--- config.mk ---
export PLATFORM = sky130hd
export DESIGN_NAME = out_port_alloc
export DESIGN_NICKNAME = d
export VERILOG_FILES = /design/src/rtl/out_port_alloc.sv
export SDC_FILE = /design/constraint.sdc
export NUM_CORES = 1
export LEC_CHECK = 0
export CORE_MARGIN = 2
export CORE_UTILIZATION = 32
export CTS_CLUSTER_SIZE = 12
export DETAILED_ROUTE_END_ITERATION = 10
export PLACE_DENSITY_LB_ADDON = 0.25
export SYNTH_ARGS = -nofsm -noshare
export SYNTH_HDL_FRONTEND = slang
export SYNTH_SLANG_ARGS = --single-unit
--- constraint.sdc ---
create_clock -name clk -period 6.9 [get_ports clk]
set_input_delay 1.725 -clock clk [delete_from_list [all_inputs] [get_ports clk]]
set_output_delay 1.725 -clock clk [all_outputs]
set_load 0.01 [all_outputs]
--- src/rtl/out_port_alloc.sv ---
// Per-output-port wormhole allocator: round-robin among matching inputs, packet lock head-to-tail, credit-gated grants.
// Optional stall detector built only when ALLOC_TIMEOUT_EN is defined.
module out_port_alloc #(
  parameter int NPORT   = 5,
  parameter int PORTW   = 3,
  parameter int PORTID  = 0,
  parameter int TIMEOUT = 64
) (
  input  logic                   clk,
  input  logic                   rst_,
  input  logic [NPORT*PORTW-1:0] req_port,
  input  logic [NPORT-1:0]       req,
  input  logic [NPORT-1:0]       tail,
  input  logic                   credit_ok,
  output logic [NPORT-1:0]       sel,
  output logic [NPORT-1:0]       grt,
  output logic                   busy,
  output logic                   stall_err
);

  localparam int IDXW = $clog2(NPORT);

  typedef enum logic {IDLE, LOCKED} state_t;

  state_t           state, state_nxt;
  logic [IDXW-1:0]  owner, owner_nxt;
  logic [IDXW-1:0]  rr_ptr, rr_ptr_nxt;
  logic [IDXW-1:0]  winner;
  logic             win_found;
  logic [NPORT-1:0] mreq;
  int               idx;

  always_comb begin
    mreq = '0;
    for (int i = 0; i < NPORT; i++) begin
      mreq[i] = req[i] && (req_port[i*PORTW +: PORTW] == PORTW'(PORTID));
    end
  end

  // Rotating search starting at rr_ptr; first hit wins, so ties cannot occur.
  always_comb begin
    winner    = '0;
    win_found = 1'b0;
    idx       = 0;
    for (int k = 0; k < NPORT; k++) begin
      idx = int'(rr_ptr) + k;
      if (idx >= NPORT) idx = idx - NPORT;
      if (!win_found && mreq[idx]) begin
        win_found = 1'b1;
        winner    = IDXW'(idx);
      end
    end
  end

  always_comb begin
    state_nxt  = state;
    owner_nxt  = owner;
    rr_ptr_nxt = rr_ptr;
    sel        = '0;
    case (state)
      IDLE: begin
        if (win_found) begin
          sel[winner] = 1'b1;
          if (credit_ok) begin
            rr_ptr_nxt = (winner == IDXW'(NPORT-1)) ? '0 : winner + 1'b1;
            if (!tail[winner]) begin
              state_nxt = LOCKED;
              owner_nxt = winner;
            end
          end
        end
      end
      LOCKED: begin
        // Owner dropping its request (abort or reroute) releases the lock without a grant.
        if (mreq[owner]) begin
          sel[owner] = 1'b1;
          if (credit_ok && tail[owner]) state_nxt = IDLE;
        end else begin
          state_nxt = IDLE;
        end
      end
      default: state_nxt = IDLE;
    endcase
  end

  assign grt  = sel & {NPORT{credit_ok}};
  assign busy = (state == LOCKED);

  always_ff @(posedge clk) begin
    if (rst_) begin
      state  <= IDLE;
      owner  <= '0;
      rr_ptr <= '0;
    end else begin
      state  <= state_nxt;
      owner  <= owner_nxt;
      rr_ptr <= rr_ptr_nxt;
    end
  end

`ifdef ALLOC_TIMEOUT_EN
  localparam int CW = $clog2(TIMEOUT + 1);

  logic [CW-1:0] stall_cnt, stall_cnt_nxt;
  logic          stall_err_q;

  // A stall is a selected flit with no credit; every other cycle is a transfer or has no request.
  always_comb begin
    stall_cnt_nxt = '0;
    if ((sel != '0) && !credit_ok) begin
      stall_cnt_nxt = (stall_cnt == CW'(TIMEOUT)) ? stall_cnt : stall_cnt + 1'b1;
    end
  end

  always_ff @(posedge clk) begin
    if (rst_) begin
      stall_cnt   <= '0;
      stall_err_q <= 1'b0;
    end else begin
      stall_cnt   <= stall_cnt_nxt;
      stall_err_q <= stall_err_q || (stall_cnt_nxt == CW'(TIMEOUT));
    end
  end

  assign stall_err = stall_err_q;
`else
  assign stall_err = 1'b0;
`endif

endmodule

==> impl_metrics.tcl <==
set metrics [dict create \
    status "completed" \
    layout_min_cycle_time_ns 6.73 \
    avgSynthCellArea_sq_um 8.15 \
    cpPeakStageDelay_ns 0.57 \
    ys_async_sr_fraction_pct 0 \
    clock_skew_ns 0.000263 \
    wl_per_cell_um 15.0 \
    track_usage_pct 16.4 \
    finalCritPeriodShare_pct 97.5 \
    cp.arrival_ns 5.00 \
    clock_sinks 7 \
    synth_edf_count 0 \
    drive_gt1_share_pct 20.7 \
    ant_nets 0 \
    setup_viol 0 \
    p_seq_share_pct 10.3 \
    cp_slowest_cell "or4b_4" \
    clk_latency_ns 0.23 \
    max_freq_mhz 149 \
    syn_nets 270 \
    final_common_cell "clkdlybuf4s50_1" \
    regArea_sq_um 140 \
    rows 27 \
    die_width_um 80.0 \
    cp.required_ns 5.18 \
    multi_input_area_sq_mm 0.00161 \
    avgViaCountPerCell 5.53 \
    power_density_mw_per_mm2 293 \
    cts-root-buf "clkbuf_8" \
    cts_tree "built" \
    grt_first_pass_wirelength_um 8310 \
    grt.overflow.total 0 \
    start_kind "input pin" \
    grt_pass1_vias 1721 \
    combPwrFrac_pct 81.3 \
    first_pass_iters 4 \
    cts_buffer_depth 2 \
    route.detailed.drc 0 \
    routabilityCongestion 0.832 \
    final_nets 314 \
    start_util_pct 33.4 \
    crit_chain "clkdlybuf4s50_1 -> or4b_4 -> o22ai_1 -> o21ai_1 -> a31oi_2 -> buf_4 -> nor2_1 -> and4_4 -> a221oi_2 -> or2_1 -> inv_2 -> a22o_1 -> and2_1 -> clkdlybuf4s50_1" \
    ios 40 \
    fillers 561 \
    ys_ff_latch 7 \
    tns_ns 0 \
    dpl.hpwl_um 4170 \
    rsz0062_at_grt "no" \
    ys_types 78 \
    io_buffers 38 \
    hp-class "flop to flop" \
    drt_iter0_drc 162 \
    max-vdd-ir-drop_mv 0.177 \
    path_class "input pin to output pin" \
    synth-seq-area-share_pct 7.58 \
    synth_ff_type "dfxtp_1" \
    layout_setup_ws_ns 0.171 \
    final_cell_mix "clkdlybuf4s50_1 (38), nand2_1 (15), ha_1 (15)" \
    yosys_warnings 0 \
    hold_viol 0 \
    grt_max_degree 21 \
    cts_buffers 3 \
    leakagePower_nw 0.920 \
    cts_hold_buf 0 \
    p_sw_share_pct 50.2 \
    pwr-share-clk_pct 8.5 \
    cts_resized 0 \
    htreeDepth 1 \
    die_y_um 80.0 \
    synthCells 227 \
    maxCapViolCount 0 \
    slew_viol_final 0 \
    worst-path-buf-inv 4 \
    worstMarginPinSlew_ns 0.618 \
    syn-cell-area_sq_mm 0.00185 \
    critPathMostFrequentCell "clkdlybuf4s50_1" \
    vias 1891 \
    die-area_sq_mm 0.00640 \
    area_delta_synth_final_pct 30.1 \
    pre_cts_slack_ns 0.0973 \
    cts_setup_buffers 0 \
    whs_ns 0.618 \
    p_switching_w 0.000354 \
    path_clk_slew_ns 0.04 \
    cp_top_family "simple AND/OR/NAND/NOR gates" \
    antenna_found_initial 0 \
    core_sq_mm 0.00554 \
    relSlewSlack_pct 58.6 \
    crit_path_end_kind "output pin" \
    diodes 0 \
    cp_max_fo 4 \
    routed_wl_um 5130 \
    internal-power_w 0.000351 \
]
[Yosys cell counts, types with 6 or more instances]
cell type,instances,area (sq um)
o21ai_1,6,30.0
o21ai_0,6,30.0
a21oi_1,10,50.1
nand3_1,6,30.0
inv_1,11,41.3
nand2_1,15,56.3
ha_1,15,188
and2_1,8,50.1
mux2i_1,10,100
nor3_1,6,30.0
dfxtp_1,7,140
nor2_1,13,48.8
[cell type report]
| type | instances | area share, % |
|---|---|---|
| timing repair buffer | 50 | 19.6 |
| clock buffer | 4 | 1.87 |
| sequential | 7 | 5.82 |
| tap | 72 | 3.74 |
| multi-input combinational | 195 | 66.8 |
| inverter | 14 | 2.18 |
[sequential cells by signal (all words and copies together) (netlist names)]
| register | count |
|---|---|
| owner | 3 |
| busy | 1 |
| rr_ptr | 3 |
[worst reg2reg max path: stages (launching register included)]
cell,delay [ns]
dfxtp_1,0.56
inv_1,0.32
ha_1,0.66
nand2b_1,0.28
a2bb2oi_2,0.31
mux2i_1,0.33
a2bb2oi_2,0.28
nand4_2,0.25
o211ai_2,0.24
and2_1,0.22
buf_4,0.16
inv_1,0.06
ha_1,0.19
nor3_1,0.19
a211oi_1,0.09
a211oi_1,0.23
[cells by family (layout without fill, tap and decap cells)]
logic type	Yosys count	after routing	synth area share, %
buffers and inverters	25	68	7.31
AND/OR/NAND/NOR	85	85	28.9
flip-flops	7	7	7.58
XOR/XNOR	3	3	1.83
adder cells (fa/ha/maj)	15	15	10.1
other	1	1	0.203
multiplexers	13	13	7.85
AO/OA/AOI/OAI	78	78	36.2
[power groups by stage]
stage          logic, W  clock network [W]  registers (W)
2_1_floorplan  0.000419                  0      0.0000609
3_3_place_gp   0.000558                  0      0.0000733
3_5_place_dp   0.000556                  0      0.0000729
4_1_cts        0.000559          0.0000623      0.0000719
5_1_grt        0.000627          0.0000623      0.0000754
6_report       0.000573          0.0000598      0.0000723
[layer usage]
| layer | track usage [%] | wire length, um | share of wire, % |
|---|---|---|---|
| met3 | 0.792 | 369 | 7.2 |
| met1 | 24.8 | 2460 | 48 |
| met5 | 0 | 0 | 0 |
| met4 | 5.42 | 78 | 1.5 |
| met2 | 24.3 | 2220 | 43 |
[metrics by stage]
| step | area (sq um) | std cells | power (W) | util [%] |
|---|---|---|---|---|
| 4_1_cts | 2370 | 342 | 0.000693 | 42.8 |
| 6_report | 2410 | 342 | 0.000705 | 43.4 |
| 5_1_grt | 2410 | 342 | 0.000765 | 43.4 |
| 3_3_place_gp | 2330 | 338 | 0.000631 | 42.0 |
| 3_5_place_dp | 2330 | 338 | 0.000629 | 42.0 |
| 2_1_floorplan | 1850 | 227 | 0.000480 | - |
[path summary, 6_finish.rpt]
path	startpoint	depth (start not counted)	slack (ns)	to
setup / recovery	req_port[10]	14	0.17	grt[2]
hold reg to reg	owner[2]$_SDFFE_PP0P_	2	0.62	owner[2]$_SDFFE_PP0P_
setup reg to reg	rr_ptr[1]$_SDFFE_PP0P_	15	2.44	rr_ptr[2]$_SDFFE_PP0P_
hold / removal	owner[2]$_SDFFE_PP0P_	2	0.62	owner[2]$_SDFFE_PP0P_
No activity file was read; power rests on OpenSTA's default activity.
